## config.mk

```make
export PLATFORM = sky130hd
export DESIGN_NAME = uart_rx_fsm_gen
export DESIGN_NICKNAME = d
export VERILOG_FILES = /design/src/rtl/uart_rx_pkg.sv /design/src/rtl/uart_rx_sampler.sv /design/src/rtl/uart_rx_fsm_gen.sv
export SDC_FILE = /design/constraint.sdc
export NUM_CORES = 1
export LEC_CHECK = 0
export ABC_AREA = 1
export CORE_UTILIZATION = 45
export CTS_BUF_LIST = sky130_fd_sc_hd__clkbuf_4 sky130_fd_sc_hd__clkbuf_8
export DETAILED_ROUTE_END_ITERATION = 6
export PLACE_DENSITY = 0.65
export SETUP_SLACK_MARGIN = 0.05
export SLEW_MARGIN = 20
export SYNTH_ARGS = -nofsm -noshare
export SYNTH_HDL_FRONTEND = slang
export SYNTH_SLANG_ARGS = --single-unit
```

## constraint.sdc

```tcl
create_clock -name CLK -period 6.5 [get_ports CLK]
set_input_delay 1.3 -clock CLK [delete_from_list [all_inputs] [get_ports CLK]]
set_output_delay 1.3 -clock CLK [all_outputs]
set_load 0.01 [all_outputs]
```

## src/rtl/uart_rx_pkg.sv

```systemverilog
// Shared types and configuration helpers for the UART receive controller.
package uart_rx_pkg;

    // Gray-coded along the normal frame path IDLE->START->DATA->PARITY->STOP->DONE
    typedef enum logic [2:0] {
        IDLE     = 3'b000,
        START    = 3'b001,
        DATA     = 3'b011,
        PARITY   = 3'b010,
        STOP     = 3'b110,
        DONE     = 3'b111,
        BRK_WAIT = 3'b101
    } rx_state_e;

    localparam logic PAR_EVEN = 1'b0;
    localparam logic PAR_ODD  = 1'b1;
    localparam int   CNT_W    = 6;

    function automatic int unsigned eff_prescale(input int unsigned pr);
        return (pr == 32'd8 || pr == 32'd16 || pr == 32'd32) ? pr : 32'd16;
    endfunction

    function automatic int unsigned eff_len(input int unsigned len, input int unsigned max_w);
        return (len >= 32'd5 && len <= max_w) ? len : max_w;
    endfunction

endpackage

```

## src/rtl/uart_rx_sampler.sv

```systemverilog
// Oversampling edge counter and 3-sample majority vote around mid-bit.
module uart_rx_sampler
    import uart_rx_pkg::*;
(
    input  logic             CLK,
    input  logic             RST,
    input  logic             start,
    input  logic             run,
    input  logic [CNT_W-1:0] prsc,
    input  logic             rx,
    output logic             bit_val,
    output logic             decide,
    output logic             wrap
);

    logic [CNT_W-1:0] edge_cnt;
    logic [CNT_W-1:0] half;
    logic [2:0]       smp;

    assign half    = prsc >> 1;
    assign wrap    = run && (edge_cnt == prsc - CNT_W'(1));
    assign decide  = run && (edge_cnt == half + CNT_W'(2));
    assign bit_val = (smp[0] & smp[1]) | (smp[0] & smp[2]) | (smp[1] & smp[2]);

    always_ff @(posedge CLK or negedge RST) begin
        if (!RST) begin
            edge_cnt <= '0;
            smp      <= '0;
        end else begin
            // the start-detect cycle itself is edge 0, so the first START cycle is edge 1
            if (start)
                edge_cnt <= CNT_W'(1);
            else if (!run || wrap)
                edge_cnt <= '0;
            else
                edge_cnt <= edge_cnt + CNT_W'(1);

            if (run && edge_cnt == half - CNT_W'(1)) smp[0] <= rx;
            if (run && edge_cnt == half)             smp[1] <= rx;
            if (run && edge_cnt == half + CNT_W'(1)) smp[2] <= rx;
        end
    end

endmodule

```

## src/rtl/uart_rx_fsm_gen.sv

```systemverilog
// UART receive controller: frame FSM, bit counter, deserializer,
// parity/stop/break checks on top of the majority-vote sampler.
module uart_rx_fsm_gen
    import uart_rx_pkg::*;
#(
    parameter int DATA_W = 9,
    parameter int PRSC_W = 6
)(
    input  logic              CLK,
    input  logic              RST,
    input  logic              RX_IN,
    input  logic [PRSC_W-1:0] Prescale,
    input  logic [3:0]        DATA_LEN,
    input  logic              PAR_EN,
    input  logic              PAR_TYP,
    input  logic              STOP2,
    output logic [DATA_W-1:0] P_DATA,
    output logic              data_valid,
    output logic              par_err,
    output logic              stp_err,
    output logic              brk_det
);

    rx_state_e         state;
    logic [CNT_W-1:0]  p_l;
    logic [3:0]        len_l, bit_cnt, stop1_bit, last_bit;
    logic              par_en_l, par_typ_l, stop2_l;
    logic [DATA_W-1:0] shreg;
    logic              all_zero;
    logic              start, run, bit_val, decide, wrap;
    logic              exp_par, brk_now, good_now;

    assign start     = (state == IDLE) && !RX_IN;
    assign run       = (state == START) || (state == DATA) || (state == PARITY) || (state == STOP);
    assign stop1_bit = len_l + 4'd1 + {3'b000, par_en_l};
    assign last_bit  = stop1_bit + {3'b000, stop2_l};
    assign exp_par   = (par_typ_l == PAR_ODD) ? ~^shreg : ^shreg;
    // all_zero already covers the first stop bit when two stops are used
    assign brk_now   = all_zero && (stop2_l || !bit_val);
    assign good_now  = !par_err && !stp_err && bit_val;

    uart_rx_sampler u_smp (
        .CLK     (CLK),
        .RST     (RST),
        .start   (start),
        .run     (run),
        .prsc    (p_l),
        .rx      (RX_IN),
        .bit_val (bit_val),
        .decide  (decide),
        .wrap    (wrap)
    );

    always_ff @(posedge CLK or negedge RST) begin
        if (!RST) begin
            state      <= IDLE;
            p_l        <= CNT_W'(16);
            len_l      <= 4'(DATA_W);
            par_en_l   <= 1'b0;
            par_typ_l  <= PAR_EVEN;
            stop2_l    <= 1'b0;
            bit_cnt    <= '0;
            shreg      <= '0;
            all_zero   <= 1'b0;
            P_DATA     <= '0;
            data_valid <= 1'b0;
            par_err    <= 1'b0;
            stp_err    <= 1'b0;
            brk_det    <= 1'b0;
        end else begin
            data_valid <= 1'b0;
            brk_det    <= 1'b0;
            if (wrap) bit_cnt <= bit_cnt + 4'd1;

            case (state)
                IDLE: if (!RX_IN) begin
                    state     <= START;
                    p_l       <= CNT_W'(eff_prescale(32'(Prescale)));
                    len_l     <= 4'(eff_len(32'(DATA_LEN), 32'(DATA_W)));
                    par_en_l  <= PAR_EN;
                    par_typ_l <= PAR_TYP;
                    stop2_l   <= STOP2;
                    bit_cnt   <= '0;
                    shreg     <= '0;
                    all_zero  <= 1'b1;
                    par_err   <= 1'b0;
                    stp_err   <= 1'b0;
                end
                START: begin
                    if (decide && bit_val) state <= IDLE;
                    else if (wrap)         state <= DATA;
                end
                DATA: begin
                    if (decide) begin
                        shreg[bit_cnt - 4'd1] <= bit_val;
                        all_zero              <= all_zero & ~bit_val;
                    end
                    if (wrap && bit_cnt == len_l) state <= par_en_l ? PARITY : STOP;
                end
                PARITY: begin
                    if (decide) begin
                        if (bit_val != exp_par) par_err <= 1'b1;
                        all_zero <= all_zero & ~bit_val;
                    end
                    if (wrap) state <= STOP;
                end
                STOP: if (decide) begin
                    if (!bit_val) stp_err <= 1'b1;
                    if (bit_cnt == last_bit) begin
                        state <= DONE;
                        if (brk_now) begin
                            brk_det <= 1'b1;
                        end else if (good_now) begin
                            data_valid <= 1'b1;
                            P_DATA     <= shreg;
                        end
                    end else begin
                        all_zero <= all_zero & ~bit_val;
                    end
                end
                DONE:     state <= brk_det ? BRK_WAIT : IDLE;
                BRK_WAIT: if (RX_IN) state <= IDLE;
                default:  state <= IDLE;
            endcase
        end
    end

endmodule

```

==> flow_results.org, run 1 <==
** Run status
- Run status :: complete, no violations

** Critical path
- The number of buffers and inverters on the critical path is 2.
- In this run the critical register-to-register path is captured at P_DATA[7].
- Largest stage delay on the critical path :: 0.55 ns
- The worst register-to-register path begins at len_l[0].
- Maximum net fanout on the critical path :: 10
- STA classifies the critical path startpoint as a flop.
- The worst register-to-register path has a depth of 13.
- Walking the worst path, the cells encountered are inv_1, ha_1, inv_1, ha_1, fa_1, xor2_1, a21oi_1, nand2_1, nor2_2, nand3_4, nor2_8, nand2_1, nand2_1.
- Slowest cell on the critical path :: sky130_fd_sc_hd__dfstp_2
- Worst Path Required :: 6.75 ns
- Capturing element type of the critical path :: flop
- Cell class contributing the biggest share of worst-path delay :: adder cells
- The critical path is of the reg2reg type.
- By instance count, the cell type seen most on the critical path is sky130_fd_sc_hd__nand2_1.
- At the worst endpoint, the arrival time is 3.01 ns.
- For flop-to-flop paths, the worst setup slack is 3.74 ns.

** Route
- In the routed design, unresolved DRC markers number 0.
- Via Count :: 3,256
- Routed via count divided by cell count :: 5.02
- Dividing the detail-routed wire length by the instance count gives 11.9 microns.
- For this block, the initial DRC count from the detailed router was 193.
- Total wire length :: 7710 microns
- Number of detailed-routing iterations run before antenna repair :: 5
- The count of nets left with antenna violations once routing finished came out at 0.

** Timing
- Static timing analysis puts the maximum clock frequency at 0.362 GHz.
- Worst slew margin relative to its limit :: 57.0%
- In the final timing run, aggregate negative setup slack is 0 ns.
- Slew at the pin closest to its max-slew limit :: 0.645 ns
- Hold Violations, Final :: 0
- Setup violations remaining at the end of the flow were counted as 0.
- Setup repair after global routing left no endpoint under its margin.
- The final count of pins violating max slew is 0.
- Final hold analysis gives a worst-case slack of 0.500 ns.
- Time the worst path needs with I/O delays and setup :: 2.76 ns
- Worst clock skew :: 0.00865 ns
- Dividing the final minimum period by the clock period gives 42.5%.

** Floorplan
- Core region area :: 7770 sq um
- 29 I/O pins were placed.
- Measured along the y axis, the die boundary spans 92.0 microns.
- Measured along the x axis, the die boundary spans 92.0 microns.
- Area enclosed by the die boundary :: 8470 sq um
- Number of placement rows :: 32
- For this configuration, the core starts out at a cell density of 47.0%.

** Min path
- The startpoint identified for the worst hold timing path is P_DATA[6].
- The worst hold path terminates at P_DATA[6].
- Min-Delay Path Class :: reg2reg
- The worst hold path passes through 2 cells.

** Synthesis
- Counting flops with a built-in enable in the synthesized netlist gives 0.
- The biggest area contributor in the post-synthesis netlist is sky130_fd_sc_hd__dfrtp_1.
- Portion of the post-synthesis area used by sequential elements :: 35.8%
- The number of different library cells used by synthesis comes to 43.
- Most repeated cell in the gate-level netlist after synthesis :: sky130_fd_sc_hd__nand2_1
- Yosys attributes the largest share of cell area to sky130_fd_sc_hd__dfrtp_1 (34%), sky130_fd_sc_hd__nand2_1 (17%), sky130_fd_sc_hd__inv_1 (8.1%), sky130_fd_sc_hd__o21ai_0 (6.7%), sky130_fd_sc_hd__ha_1 (5.5%).
- Syn. warnings :: 0
- Net count after synthesis :: 552
- Synthesized area divided by synthesized cell count :: 7.03 sq um
- After synthesis, the most frequently instantiated cells are sky130_fd_sc_hd__nand2_1 (166), sky130_fd_sc_hd__inv_1 (79), sky130_fd_sc_hd__dfrtp_1 (49), sky130_fd_sc_hd__o21ai_0 (49), sky130_fd_sc_hd__nor2_1 (37).
- Share of flip-flops with an asynchronous set or reset after synthesis :: 100%
- After synthesis the cells add up to 3650 sq um.
- After synthesis the netlist holds a flip-flop and latch count of 52.
- The most used flip-flop cell after synthesis is sky130_fd_sc_hd__dfrtp_1.
- Summed over its instances, the top area cell type makes up 33.6% of the synthesized netlist area.
- Counting every instance in the synthesized netlist gives 519.

** Layout
- Core Util, Final :: 52.9%
- The repair_antennas step left the layout with diodes totalling 0.
- Proportion of layout cells with a drive suffix above 1 :: 7.13%
- Layout Area Growth over Synthesis :: 12.5%
- After the last flow step, the layout net total stands at 579.
- Fill cells in the final layout number 754.

** Clock network
- TritonCTS built the clock tree.
- Total number of H-tree levels :: 2
- Number of cells upsized or downsized after cts :: 0
- Number of buffers inserted by post-CTS setup repair :: 0
- After clock tree synthesis, the clock-pin slew on the worst setup and hold paths is 0.09 ns.
- Clock latency on the worst-skew pair :: 0.30 ns
- TritonCTS buffer count :: 5
- Clock Sinks :: 52
- Longest Clk Path Bufs :: 2
- The number of hold buffers added after CTS was 0.
- Root buf cell :: sky130_fd_sc_hd__clkbuf_8

** Placed design
- At the end of routability-driven placement, the weighted congestion stood at 0.829.
- Half-perimeter wire length of the detailed placement result :: 5970 microns
- Input and output buffers added on the ports amount to 28.

** GRT
- The first global-routing pass estimated 13,800 microns of wire.
- Largest net degree at the start of global routing :: 53
- The total overflow left after global routing is 0.
- Across every metal layer, demand over resource in global routing totals 20.1%.
- The number of antenna violations at the first check in global routing was 0.
- The number of global-route vias before repair came to 3,033.

** Power
- Pwr Density :: 309 nW/um^2
- In this run the static leakage power is 2.09 nW.
- Worst vdd rail ir drop :: 149 uV

** Flow run
- Across the run, the number of max-cap violations was 0.
==> logic make-up after synthesis <==
group | Yosys count | share of synthesized area, %
buf+inv | 92 | 10.3
simple gates | 268 | 32.5
compound gates | 70 | 10.6
xor+xnor | 20 | 4.80
flops | 52 | 35.8
fa+ha+maj | 17 | 6.04
==> per-layer routing <==
metal	track usage (%)	share of wire, %	wire [microns]	vias up
met2	32.9	46	3530	67
met3	2.90	3.7	283	6
met5	0	0	0	-
met4	3.91	0.71	55	0
met1	28.4	50	3840	1506
li1	-	-	-	1677
==> per-stage QoR <==
| stage | setup WS [ns] | cell area, sq um | total power [mW] | cells |
|---|---|---|---|---|
| 3_3_place_gp | 3.66 | 3990 | 1.03 | 641 |
| 2_1_floorplan | 4.03 | 3650 | 0.920 | 519 |
| 5_1_grt | 3.53 | 4110 | 1.39 | 649 |
| 4_1_cts | 3.72 | 4110 | 1.28 | 649 |
| 6_report | 3.74 | 4110 | 1.27 | 649 |
| 3_5_place_dp | 3.61 | 3990 | 1.05 | 641 |
==> worst reg2reg max path: cells and delay by family, from the launching register on <==
kind	cells	cell delay, ns
AOI/OAI and AO/OA	1	0.12
xor gates and xnor gates	1	0.16
adders and majority gates	3	0.93
buffers and inverters	2	0.10
DFF	1	0.55
and+or+nand+nor	6	0.86
==> placed cells by master, fill, tap and decap left out, drive strengths merged, types with 2 or more instances in the layout <==
cell / n
ha: 16
nand2: 172
nor4: 2
dfrtp: 49
nand3: 33
nand3b: 2
buf: 2
o31ai: 2
nand4: 4
o21ai: 52
a21oi: 10
clkbuf: 6
xnor2: 7
inv: 83
nor2: 45
clkdlybuf4s50: 27
dfstp: 3
nor3: 7
xor2: 13
or2: 2
==> worst max-delay path by stage <==
stage / from / to / slack, ns / cells past startpoint
after floorplan: len_l[0] / P_DATA[0] / 4.03 / 12
after detailed placement: RX_IN / len_l[3] / 3.61 / 6
after CTS: len_l[0] / P_DATA[7] / 3.72 / 13
after global routing: len_l[0] / P_DATA[4] / 3.53 / 12
after global placement: RX_IN / par_err / 3.66 / 7
final: len_l[0] / P_DATA[7] / 3.74 / 13
==> cell type report <==
cell class / instances / area [sq um] / area share, %
inverters: 83 / 312 / 7.59
well taps: 102 / 128 / 3.11
clock inverters: 2 / 35.0 / 0.853
clock buffers: 6 / 76.3 / 1.86
repair buffers: 29 / 283 / 6.89
flip-flops and latches: 52 / 1310 / 31.8
multi-input cells: 375 / 1970 / 47.9
==> power breakdown <==
group	internal [mW]	switching, mW	total [mW]	leakage (nW)
clock	0.119	0.105	0.224	0.0586
sequential	0.386	0.0845	0.471	0.690
combinational	0.214	0.358	0.573	1.34
==> sequential cells by signal (all words and copies together), names as in the netlist, 3 cells and up <==
| name | count |
|---|---|
| u_smp.edge_cnt | 6 |
| state | 3 |
| shreg | 9 |
| bit_cnt | 4 |
| len_l | 4 |
| P_DATA | 9 |
| u_smp.smp | 3 |
| p_l | 6 |
Power figures use the tool's default switching activity.
==> inputs of run 2 (changes only) <==
clock period = 2.9 ns   (was 6.5 ns; I/O delays follow)
==> flow_results.org, run 2 (synthesis gave the netlist of run 1 again) <==
** Layout
- Largest registers: P_DATA x9, shreg x9 (unchanged).
- Layout Area Growth over Synthesis :: 13.5% (was 12.5%)
- The most frequent standard cell in the layout excluding fill and tap cells is sky130_fd_sc_hd__nand2_1 (unchanged).
- The share of post-route cells with drive strength above 1 is 7.64% (was 7.13%).
- The number of filler instances in the final layout came to 783 (was 754).
- The antenna diode count is 0 (unchanged).
- Highest-count cells in the layout ignoring fill and taps :: sky130_fd_sc_hd__nand2_1 (166), sky130_fd_sc_hd__inv_1 (79), sky130_fd_sc_hd__dfrtp_1 (49) (was sky130_fd_sc_hd__nand2_1 (166), sky130_fd_sc_hd__inv_1 (79), sky130_fd_sc_hd__dfrtp_1 (49), sky130_fd_sc_hd__o21ai_0 (49), sky130_fd_sc_hd__nor2_1 (37))
- Core Util, Final :: 53.3% (was 52.9%)
- Nets :: 582 (was 579)

** Floorplan
- Chip Height :: 92.0 microns (unchanged)
- The initial core utilization was 47.0% (unchanged).
- Core region area :: 7770 sq um (unchanged)
- The boundary pin count came to 29 (unchanged).
- The horizontal die dimension was 92.0 microns (unchanged).
- The number of rows created at floorplan was 32 (unchanged).
- Area enclosed by the die boundary :: 8470 sq um (unchanged)

** GRT
- The global-route usage over all layers was 19.6% (was 20.1%).
- Number of global-route vias before repair :: 2,867 (was 3,033)
- The global-route wire length before repair is 13,400 microns (was 13,800 microns).
- Largest net degree at the start of global routing :: 37 (was 53)
- The number of antenna violations at the first check in global routing is 0 (unchanged).
- Total congestion overflow after global routing :: 0 (unchanged)

** Power
- Reported net switching power :: 1.26 mW (was 0.548 mW)
- Part of the power in the clock network :: 18.2% (was 17.7%)
- Design Power :: 2.88 mW (was 1.27 mW)
- Internal power summed over all cells :: 1.62 mW (was 0.719 mW)
- Portion of total power attributed to combinational logic :: 45.5% (was 45.2%)
- Pwr Density :: 695 nW/um^2 (was 309 nW/um^2)
- The peak ir drop on the vdd network is 337 uV (was 149 uV).
- The fraction of power spent switching nets came to 43.9% (was 43.3%).
- Proportion of power drawn by flip-flops and latches :: 36.3% (was 37.1%)
- The static power due to leakage is 2.09 nW (about the same).

** Clock network
- Clock Sinks :: 52 (unchanged)
- The maximum count of clock buffers along a single path came to 2 (unchanged).
- The clock transition time at the flip-flop clock pins of the worst setup and hold paths came to 0.11 ns (was 0.09 ns).
- Clock latency on the worst-skew pair :: 0.31 ns (was 0.30 ns)
- The master cell of the clock root buffer was sky130_fd_sc_hd__clkbuf_8 (unchanged).
- Total number of H-tree levels :: 2 (unchanged)
- TritonCTS buffer count :: 5 (unchanged)
- Post-CTS Hold Fix Bufs :: 0 (unchanged)
- Clock tree from TritonCTS :: built (unchanged)

** Timing
- Setup Viol. Count Final :: 0 (unchanged)
- The slew at the pin closest to its max-slew limit was 0.743 ns (was 0.645 ns).
- The max-slew headroom at the worst pin came to 49.9% (was 57.0%).
- Hold Violations, Final :: 0 (unchanged)
- The post-route fraction of the period consumed by the critical path was 92.1% (was 42.5%).
- Final-layout setup total negative slack :: 0 ns (unchanged)
- F_max :: 0.374 GHz (was 0.362 GHz)
- Unrepaired setup endpoints after global routing :: false (unchanged)
- Number of slew-limit violations in the final report :: 0 (unchanged)
- The final-layout worst hold slack is 0.165 ns (was 0.500 ns).
- The final critical delay including setup and external delays is 2.67 ns (was 2.76 ns).
- The post-route clock skew was 0.0116 ns (was 0.00865 ns).

** Critical path
- Worst Path Required :: 3.17 ns (was 6.75 ns)
- The class of the most critical setup path is reg2reg (unchanged).
- The beginning of the critical path was len_l[0] (unchanged).
- Worst flop-to-flop path startpoint :: len_l[0] (unchanged)
- Sum of buffers and inverters on the critical path :: 2 (unchanged)
- Largest stage delay on the critical path :: 0.54 ns (was 0.55 ns)
- The cell class contributing the biggest share of worst-path delay is adder cells (unchanged).
- Cells along the critical path: inv_1, ha_1, inv_1, ha_1, fa_1, xor2_1, a21oi_1, nand2_1, nor2_4, nand3_4, nor2_4, nand2_1, nand2_1 (was inv_1, ha_1, inv_1, ha_1, fa_1, xor2_1, a21oi_1, nand2_1, nor2_2, nand3_4, nor2_8, nand2_1, nand2_1).
- The kind of launch point of the worst setup path is a flop (unchanged).
- The nature of the critical path endpoint was a flop (unchanged).
- Library cell appearing most often on the critical path :: sky130_fd_sc_hd__nand2_1 (unchanged)
- The data arrival time at the worst-slack endpoint came to 2.94 ns (was 3.01 ns).
- Maximum net fanout on the critical path :: 6 (was 10)
- Slowest cell on the critical path :: sky130_fd_sc_hd__dfstp_2 (unchanged)

** Placed design
- The count of buffers from port buffering is 28 (unchanged).
- The placer congestion estimate came to 0.811 (was 0.829).
- The sum of net half-perimeters after detailed placement was 5870 microns (was 5970 microns).

** Route
- Detailed router's first-iteration violation count :: 142 (was 193)
- The final wirelength is 7670 microns (was 7710 microns).
- DR WL/cell :: 11.8 microns (was 11.9 microns)
- Remaining number of nets flagged by the antenna check after routing :: 0 (unchanged)
- DRC Markers :: 0 (unchanged)
- The first-pass detailed-route iteration total is 5 (unchanged).
- Routed via count divided by cell count :: 4.94 (was 5.02)
- The detailed-route via count was 3,220 (was 3,256).

** Flow run
- Max-capacitance violation count :: 0 (unchanged)

** Run status
- Run status :: complete, no violations (unchanged)

** Min path
- Min-Delay Path Class :: in2async (was reg2reg)
-- run 2: per-stage QoR --
stage	std cells	worst slack (ns)	cell area [sq um]
after floorplan	519	0.430	3650
after global placement	641	0.259	3990
after detailed placement	641	0.180	3990
after CTS	649	0.161	4110
after global routing	652	0.0644	4140
final	652	0.228	4140
-- run 2: routing by layer --
metal	GRT usage, %	vias to the layer above	part of all wire, %
met5	0	-	0
met4	4.30	0	1.1
met2	30.8	76	44
met1	28.4	1447	51
met3	2.90	8	4.0
li1	-	1689	-
-- run 2: path summary, 6_finish.rpt --
kind,to,slack [ns],cells past startpoint
setup / recovery,P_DATA[0],0.23,13
hold / removal,shreg[5],0.16,1
setup reg to reg,P_DATA[0],0.23,13
hold reg to reg,P_DATA[8],0.50,2
max in group asynchronous,u_smp.smp[1],1.94,2
min in group CLK,P_DATA[8],0.50,2
-- run 2: final cells by class --
cell class	instances	area, sq um	share of cell area (%)
inverter	83	312	7.52
clock inverter	3	46.3	1.12
timing repair buffer	30	290	7.01
multi-input combinational	377	1990	48.1
sequential	52	1310	31.5
clock buffer	5	68.8	1.66
tap	102	128	3.08
-- run 2: power groups by stage --
| stage | logic (mW) | registers [mW] | clock network (mW) |
|---|---|---|---|
| 6_report | 1.31 | 1.05 | 0.526 |
| 5_1_grt | 1.52 | 1.06 | 0.569 |
| 4_1_cts | 1.28 | 1.04 | 0.538 |
| 3_5_place_dp | 1.28 | 1.06 | 0 |
| 3_3_place_gp | 1.25 | 1.05 | 0 |
| 2_1_floorplan | 1.10 | 0.963 | 0 |
-- run 2: repair_timing --
action                                  in CTS  in global routing
resized for setup                            0                  4
buffers inserted                             0                  1
endpoints found under the setup margin       0                 12
==> inputs of run 3 (changes only) <==
RECOVER_POWER = 25   (was not set)
==> flow_results.org, run 3 (synthesis gave the netlist of run 1 again) <==
** Critical path
- Critical path class :: reg2reg (unchanged)
- Slowest cell on the critical path :: sky130_fd_sc_hd__dfstp_2 (unchanged)
- The flop-to-flop setup slack was 0.23 ns (about the same).
- Library cell appearing most often on the critical path :: sky130_fd_sc_hd__nand2_1 (unchanged)
- The kind of launch point of the worst setup path is a flop (unchanged).
- CP Launch Point :: len_l[0] (unchanged)
- The endpoint required time on the critical path was 3.17 ns (about the same).
- Worst EP arrival :: 2.94 ns (about the same)
- Worst Setup EP :: P_DATA[0] (unchanged)
- Largest stage delay on the critical path :: 0.54 ns (about the same)
- The nature of the critical path endpoint was a flop (unchanged).
- The number of cells on the worst reg-to-reg path is 13 (unchanged).
- Worst flop-to-flop path startpoint :: len_l[0] (unchanged)
- Maximum net fanout on the critical path :: 6 (unchanged)
- Cells along the critical path :: inv_1, ha_1, inv_1, ha_1, fa_1, xor2_1, a21oi_1, nand2_1, nor2_4, nand3_4, nor2_4, nand2_1, nand2_1 (unchanged)
- End of the worst register-to-register path :: P_DATA[0] (unchanged)

** Timing
- The aggregate negative setup slack came to 0 ns (unchanged).
- Unrepaired setup endpoints after global routing :: false (unchanged)
- Number of slew-limit violations in the final report :: 0 (unchanged)
- The number of failing setup endpoints in the final timing report is 0 (unchanged).
- Final-layout worst hold slack :: 0.350 ns (was 0.165 ns)
- Worst slew margin relative to its limit :: 40.0% (was 49.9%)
- The maximum clock frequency is 0.374 GHz (about the same).
- Worst clock skew :: 0.0116 ns (about the same)
- The final critical delay including setup and external delays is 2.67 ns (about the same).
- The slew at the pin closest to its max-slew limit is 0.900 ns (was 0.743 ns).
- The final hold violation count was 0 (unchanged).
- The post-route fraction of the period consumed by the critical path was 92.1% (about the same).

** Power
- Internal power summed over all cells :: 1.62 mW (about the same)
- The fraction of power spent switching nets came to 43.9% (about the same).
- The fraction of power consumed by the clock network came to 18.2% (about the same).
- The proportion of power drawn by combinational gates came to 45.5% (about the same).
- Worst vdd rail ir drop :: 337 uV (about the same)
- The overall power after layout was 2.88 mW (about the same).
- The power density over the cells came to 696 nW/um^2 (was 695 nW/um^2).
- The switching power total is 1.27 mW (was 1.26 mW).
- The sequential cell fraction of total power came to 36.3% (about the same).
- The static power due to leakage came to 2.09 nW (about the same).

** Floorplan
- The boundary pin count came to 29 (unchanged).
- Width of the die :: 92.0 microns (unchanged)
- The initial core utilization came to 47.0% (unchanged).
- Number of placement rows :: 32 (unchanged)
- The placeable core region came to 7770 sq um (unchanged).
- The die extent in y is 92.0 microns (unchanged).
- Area enclosed by the die boundary :: 8470 sq um (unchanged)

** GRT
- The global-route usage over all layers is 19.6% (unchanged).
- The remaining global-route overflow is 0 (unchanged).
- The pin count of the biggest net entering global routing was 37 (unchanged).
- Antenna violations before repair :: 0 (unchanged)
- The number of global-route vias before repair was 2,867 (unchanged).
- The global-route wire length before repair came to 13,400 microns (unchanged).

** Route
- The detailed-route via count came to 3,221 (was 3,220).
- The routed via count divided by cell count came to 4.94 (about the same).
- The final wirelength was 7680 microns (was 7670 microns).
- The remaining design rule violation count came to 0 (unchanged).
- Remaining number of nets flagged by the antenna check after routing :: 0 (unchanged)
- The average routed wire per standard cell was 11.8 microns (about the same).
- The first-pass detailed-route iteration total came to 5 (unchanged).
- Detailed router's first-iteration violation count :: 143 (was 142)

** Placed design
- Cell area after placement :: 3990 sq um (unchanged)
- The sum of net half-perimeters after detailed placement came to 5870 microns (unchanged).
- The cell total after placement is 641 (unchanged).
- The placer congestion estimate is 0.811 (unchanged).
- Port bufs :: 28 (unchanged)

** Layout
- Ant diodes :: 0 (unchanged)
- The share of post-route cells with drive strength above 1 was 7.45% (was 7.64%).
- Nets :: 582 (unchanged)
- The post-synthesis to final-layout area growth was 13.4% (was 13.5%).
- Highest-count cells in the layout ignoring fill and taps :: sky130_fd_sc_hd__nand2_1 (166), sky130_fd_sc_hd__inv_1 (79), sky130_fd_sc_hd__dfrtp_1 (49) (unchanged)
- Non-filler cells in the finished layout :: 652 (unchanged)
- The most frequent standard cell in the layout excluding fill and tap cells is sky130_fd_sc_hd__nand2_1 (unchanged).
- Largest registers :: P_DATA x9, shreg x9 (unchanged)
- The final standard cell area without fillers was 4140 sq um (about the same).

** Clock network
- Clock tree from TritonCTS :: built (unchanged)
- The count of clock tree sinks was 52 (unchanged).
- The number of clock buffers inserted by TritonCTS was 5 (unchanged).
- The maximum count of clock buffers along a single path is 2 (unchanged).
- The number of levels the H-tree was split into came to 2 (unchanged).
- The number of hold buffers added after CTS came to 0 (unchanged).
- The master cell of the clock root buffer is sky130_fd_sc_hd__clkbuf_8 (unchanged).
- The clock transition time at the flip-flop clock pins of the worst setup and hold paths was 0.11 ns (about the same).
- Clock latency on the worst-skew pair :: 0.31 ns (about the same)

** Run status
- Run status :: complete, no violations (unchanged)

** Flow run
- The number of maximum-capacitance violations came to 0 (unchanged).

** Min path
- Min-Delay Path Class :: in2async (unchanged)
==> run 3: cell count changes in the layout (fill, tap and decap cells not counted) <==
cell / before / now
sky130_fd_sc_hd__buf_2: 1 / 0
sky130_fd_sc_hd__buf_4: 2 / 1
sky130_fd_sc_hd__clkbuf_1: 0 / 1
sky130_fd_sc_hd__clkbuf_2: 0 / 1
==> run 3: power groups by stage <==
stage / Clock, mW / Combinational [mW] / Sequential, mW
floorplan: 0 / 1.10 / 0.963
global placement: 0 / 1.25 / 1.05
detailed placement: 0 / 1.28 / 1.06
CTS: 0.538 / 1.28 / 1.04
global route: 0.569 / 1.52 / 1.06
finish: 0.526 / 1.31 / 1.05
==> run 3: how the worst min path moves through the flow <==
stage / end / slack [ns]
2_1_floorplan: P_DATA[0] / 0.28
6_report: shreg[5] / 0.35
3_5_place_dp: P_DATA[2] / 0.49
5_1_grt: shreg[5] / 0.42
3_3_place_gp: P_DATA[2] / 0.49
4_1_cts: shreg[5] / 0.17
==> run 3: area by class of cell <==
cell class	count	area, sq um
clock inverter	3	46.3
tap	102	128
timing repair buffer	30	287
sequential	52	1310
clock buffer	5	68.8
multi-input combinational	377	1990
inverter	83	312
fill	783	3630
==> run 3: critical path: cells and delay by family (launching register included) <==
kind | cells | cell delay (ns)
DFF | 1 | 0.54
buffers and inverters | 2 | 0.09
and+or+nand+nor | 6 | 0.79
adders and majority gates | 3 | 0.92
xor gates and xnor gates | 1 | 0.16
AOI/OAI and AO/OA | 1 | 0.13
==> run 3: metal layers <==
| layer | up-vias | share of wire [%] | GRT usage [%] |
|---|---|---|---|
| li1 | 1690 | - | - |
| met1 | 1448 | 51 | 28.4 |
| met2 | 75 | 44 | 30.8 |
| met3 | 8 | 4.0 | 2.90 |
| met4 | 0 | 1.1 | 4.30 |
| met5 | - | 0 | 0 |
==> run 3: repair_timing <==
item,4_1_cts,5_1_grt
gates resized for setup,0,4
setup endpoints to repair,0,12
buffers inserted,0,1
endpoints found under the hold margin,0,0
==> run 3: stage by stage <==
| step | utilization, % | worst slack, ns |
|---|---|---|
| global route | 53.3 | 0.0644 |
| global placement | 51.4 | 0.259 |
| floorplan | - | 0.430 |
| CTS | 52.9 | 0.161 |
| finish | 53.3 | 0.228 |
| detailed placement | 51.4 | 0.180 |
